**config.mk**
```make
export PLATFORM = sky130hd
export DESIGN_NAME = vga_timing_gen
export DESIGN_NICKNAME = d
export VERILOG_FILES = /design/src/rtl/vga_timing_gen.sv
export SDC_FILE = /design/constraint.sdc
export NUM_CORES = 1
export LEC_CHECK = 0
export BUFFER_PORTS_ARGS = -buffer_cell sky130_fd_sc_hd__clkbuf_2
export CAP_MARGIN = 10
export CORE_MARGIN = 4
export CORE_UTILIZATION = 30
export CTS_BUF_LIST = sky130_fd_sc_hd__clkbuf_8
export DETAILED_ROUTE_END_ITERATION = 10
export HOLD_SLACK_MARGIN = 0.02
export MAX_ROUTING_LAYER = met4
export PLACE_DENSITY = 0.5
export SETUP_SLACK_MARGIN = 0.4
export SYNTH_ARGS = -nofsm -noshare
export SYNTH_HDL_FRONTEND = slang
export SYNTH_SLANG_ARGS = --single-unit
```
**constraint.sdc**
```tcl
create_clock -name Clk -period 3.5 [get_ports Clk]
set_input_delay 0.175 -clock Clk [delete_from_list [all_inputs] [get_ports Clk]]
set_output_delay 0.175 -clock Clk [all_outputs]
set_load 0.01 [all_outputs]
```
**src/rtl/vga_timing_gen.sv**
```systemverilog
// vga_timing_gen: 640x480@60 VGA raster timing at Clk/2 pixel rate with registered syncs and frame counter
module vga_timing_gen #(
  parameter int H_VIS  = 640,
  parameter int H_FP   = 16,
  parameter int H_SYNC = 96,
  parameter int H_BP   = 48,
  parameter int V_VIS  = 480,
  parameter int V_FP   = 10,
  parameter int V_SYNC = 2,
  parameter int V_BP   = 33
) (
  input  logic        Clk,
  input  logic        Reset,
  output logic        pixel_clk,
  output logic        hs,
  output logic        vs,
  output logic        blank_n,
  output logic [9:0]  DrawX,
  output logic [9:0]  DrawY,
  output logic        frame_start,
  output logic [15:0] frame_count
);
  localparam logic [9:0] HL  = 10'(H_VIS + H_FP + H_SYNC + H_BP - 1);
  localparam logic [9:0] VL  = 10'(V_VIS + V_FP + V_SYNC + V_BP - 1);
  localparam logic [9:0] HS0 = 10'(H_VIS + H_FP);
  localparam logic [9:0] HS1 = 10'(H_VIS + H_FP + H_SYNC);
  localparam logic [9:0] VS0 = 10'(V_VIS + V_FP);
  localparam logic [9:0] VS1 = 10'(V_VIS + V_FP + V_SYNC);
  localparam logic [9:0] HV  = 10'(H_VIS);
  localparam logic [9:0] VV  = 10'(V_VIS);
  logic       ph, hwrap, fwrap;
  logic [9:0] nx, ny;
  assign pixel_clk = ph;
  always_comb begin
    hwrap = ph && DrawX == HL;
    fwrap = hwrap && DrawY == VL;
    nx    = ph ? (hwrap ? 10'd0 : DrawX + 10'd1) : DrawX;
    ny    = hwrap ? (fwrap ? 10'd0 : DrawY + 10'd1) : DrawY;
  end
  always_ff @(posedge Clk) begin
    if (Reset) begin
      ph          <= 1'b0;
      DrawX       <= '0;
      DrawY       <= '0;
      hs          <= 1'b1;
      vs          <= 1'b1;
      blank_n     <= 1'b1;
      frame_start <= 1'b0;
      frame_count <= '0;
    end else begin
      ph          <= ~ph;
      DrawX       <= nx;
      DrawY       <= ny;
      hs          <= !(nx >= HS0 && nx < HS1);
      vs          <= !(ny >= VS0 && ny < VS1);
      blank_n     <= nx < HV && ny < VV;
      frame_start <= fwrap;
      frame_count <= frame_count + {15'b0, fwrap};
    end
  end
endmodule

```
==> results.md <==
| Stage | Metric | Reported |
| --- | --- | --- |
| yosys | Mapped Nets | 242 |
| yosys | Count of yosys warnings during synthesis | 0 |
| worst setup path | Worst Setup Start Kind | flip-flop |
| timing | Worst setup skew after layout | 0.005913 ns |
| cts | Setup Buffers After CTS | 0 |
| die | Die area | 8208 sq um |
| worst setup path | Critical Path End Type | flip-flop |
| placement | Gpl congestion | 0.7917 |
| global routing | GRT Total Usage | 12.03% |
| placement | Half-perimeter wire length after placement | 3.437 mm |
| timing | Worst Tran Pin Value | 0.6895 ns |
| final layout | Top library cells by usage in the layout, fill and taps aside | sky130_fd_sc_hd__clkbuf_2 (42), sky130_fd_sc_hd__dfxtp_1 (41), sky130_fd_sc_hd__nor2_1 (35) |
| routing | Detailed-route wire length per cell | 13.42 um |
| cts | Clock tree from TritonCTS | built |
| routing | Detailed router's first-iteration violation count | 62 |
| cts | Total of hold buffers inserted after clock tree synthesis | 0 |
| yosys | Unique masters post-synth | 44 |
| worst setup path | Critical path peak fanout | 10 |
| pwr | Leakage power | 0.9467 nW |
| timing | Setup violations, final | 0 |
| yosys | Number of register bits inferred by synthesis | 41 |
| routing | Post-Route WL | 4.698 mm |
| routing | Routed vias | 1749 |
| routing | Antenna-violating nets left | 0 |
| global routing | Maximum number of pins on one net before global-route repair | 36 |
| timing | Max Clock Freq | 357.7 MHz |
| cts | Maximum level of the CTS H-tree | 2 |
| worst hold path | Min-delay worst type | flip-flop to flip-flop |
| timing | Final worst-path cycle share | 79.88% |
| worst setup path | Required time at the worst-slack endpoint | 3.72 ns |
| timing | Slew headroom | 54.03% |
| final layout | Final core occ | 36.99% |
| placement | Place WS | 0.7213 ns |
| cts | # resized after CTS | 0 |
| worst setup path | Arrival @ worst endpoint | 3.02 ns |
| final layout | Nets | 278 |
| cts | Clock root cell | sky130_fd_sc_hd__clkbuf_8 |
| die | Number of ports placed on the die boundary | 43 |
| run | Max-cap violations | 0 |
| global routing | Number of antenna violations at the first check in global routing | 0 |
| cts | Worst-Skew Late Latency | 0.30 ns |
| yosys | Number of synthesized flops with an enable pin | 0 |
| timing | Worst-case setup margin in the final layout | 0.7043 ns |
| outcome | Status | complete, no violations |
| global routing | Number of global-route vias before repair | 1684 |
| die | Standard-cell rows | 29 |
| cts | Number of clock sinks | 41 |
| cts | Buffers from clock root to sink, at most | 2 |
| pwr | Cell area power density | 370.5 nW/um^2 |
| cts | TritonCTS buffer count | 5 |
| timing | Final hold violations | 0 |
| yosys | Avg Synthesized Cell Area | 8.674 sq um |
| global routing | Wire length of the first global-routing pass | 8.004 mm |
| timing | Setup repair after global routing missed its margin | no |
| timing | Minimum hold slack | 0.5000 ns |
| routing | Post-DR vias/cell | 4.997 |
| placement | Count of input and output buffers | 42 |
| timing | Total Neg Setup Slack | 0 ns |
| timing | Final Critical Period | 2.796 ns |
| final layout | Number of antenna diodes | 0 |
| die | Die height | 90.60 um |
| final layout | Fraction of layout instances using a drive strength above 1 | 21.61% |
| global routing | Remaining global-route overflow | 0 |
| die | Starting density of the core | 31.52% |
| pwr | Peak ir drop on the vdd network | 0.1584 mV |
| yosys | Netlist area before placement | 2047 sq um |
| final layout | Area added between synthesis and finish | 17.36% |
| routing | DR DRC count | 0 |
| yosys | FFs w/ async S/R, synth | 0% |
| die | Floorplan Core Area | 6495 sq um |
| yosys | Proportion of synthesized chip area in sequential cells | 40.10% |
| final layout | Commonest non-fill, non-tap cell in the layout | sky130_fd_sc_hd__clkbuf_2 |
| cts | Clock edge transition at the registers on the reported setup and hold paths | 0.09 ns |
| yosys | Most frequently used flop master after synthesis | sky130_fd_sc_hd__dfxtp_1 |
| routing | Pre-antenna DRT Iters | 4 |
| die | Die X | 90.60 um |
| yosys | Gate Count Post-Synth | 236 |
| timing | Number of max-slew violations in the final report | 0 |
| worst setup path | Type of the worst setup path | flip-flop to flip-flop |
-- path summary, 6_finish.rpt --
kind | startpoint | endpoint | slack [ns] | depth (start not counted)
setup / recovery | DrawX[0]$_SDFF_PP0_ | frame_count[10]$_SDFF_PP0_ | 0.70 | 9
hold / removal | frame_count[10]$_SDFF_PP0_ | frame_count[10]$_SDFF_PP0_ | 0.50 | 2
setup reg to reg | DrawX[0]$_SDFF_PP0_ | frame_count[10]$_SDFF_PP0_ | 0.70 | 9
hold reg to reg | frame_count[10]$_SDFF_PP0_ | frame_count[10]$_SDFF_PP0_ | 0.50 | 2
-- state kept, by name, indices dropped and copies added (netlist names) --
| name | flops |
|---|---|
| hs | 1 |
| DrawY | 10 |
| blank_n | 1 |
| frame_start | 1 |
| vs | 1 |
| pixel_clk | 1 |
| DrawX | 10 |
| frame_count | 16 |
-- layer usage --
metal | part of all wire (%) | vias to the layer above | global-route usage [%]
met1 | 49 | 797 | 15.15
met5 | 0 | - | -
met4 | 1.3 | 0 | 3.827
met3 | 5.0 | 6 | 3.417
li1 | - | 903 | -
met2 | 44 | 43 | 18.59
-- synth_stat cells, types with 4 or more instances --
cell type                   n  area [sq um]
sky130_fd_sc_hd__nor3_1     9         45.04
sky130_fd_sc_hd__dfxtp_1   41         820.8
sky130_fd_sc_hd__inv_1      4         15.01
sky130_fd_sc_hd__nand4_1   10         62.56
sky130_fd_sc_hd__and4_1     5         43.79
sky130_fd_sc_hd__clkbuf_1   7         26.28
sky130_fd_sc_hd__xor2_1    11         96.34
sky130_fd_sc_hd__or3_1      4         25.02
sky130_fd_sc_hd__xnor2_1   12         105.1
sky130_fd_sc_hd__nand2_1   14         52.55
sky130_fd_sc_hd__nand2b_1   4         25.02
sky130_fd_sc_hd__a21oi_1   10         50.05
sky130_fd_sc_hd__nor2b_1    5         31.28
sky130_fd_sc_hd__nand3_1   12         60.06
sky130_fd_sc_hd__ha_1       4         50.05
sky130_fd_sc_hd__nor2_1    35         131.4
-- worst max-delay path: stages, from the launching register on --
cell and delay (ns):
sky130_fd_sc_hd__dfxtp_1 0.42, sky130_fd_sc_hd__ha_1 0.21, sky130_fd_sc_hd__and4_1 0.34, sky130_fd_sc_hd__nand4_2 0.33, sky130_fd_sc_hd__nor2_1 0.26, sky130_fd_sc_hd__and2_1 0.16
sky130_fd_sc_hd__ha_1 0.20, sky130_fd_sc_hd__nand2_1 0.13, sky130_fd_sc_hd__or4_1 0.52, sky130_fd_sc_hd__a21oi_1 0.15
-- cell families after synthesis --
kind of cell | share of synthesized area, %
DFF | 40.10
adders and majority gates | 2.445
and+or+nand+nor | 31.23
buffers and inverters | 3.973
muxes | 2.567
AOI/OAI and AO/OA | 9.841
xor gates and xnor gates | 9.841
-- cell type report --
type                            instances  area, sq um
Clock inverter                          3        46.29
Fill cell                             675         4093
Sequential cell                        41        820.8
Multi-Input combinational cell        178         1145
Tap cell                               77        96.34
Clock buffer                            5        68.82
Timing Repair Buffer                   42        210.2
Inverter                                4        15.01
-- power by group --
group | switching (mW) | total (mW) | internal (mW)
combinational | 0.0163 | 0.0253 | 0.00893
sequential | 0.00646 | 0.476 | 0.470
clock | 0.175 | 0.389 | 0.214
-- metrics by stage --
stage / area (sq um) / power [mW] / instances
after floorplan: 2047 / 0.5036 / 236
after global placement: 2287 / 0.5128 / 342
after detailed placement: 2287 / 0.5131 / 342
after CTS: 2402 / 0.9090 / 350
after global routing: 2402 / 0.9330 / 350
final: 2402 / 0.8901 / 350
(Power assumes the default switching activity.)
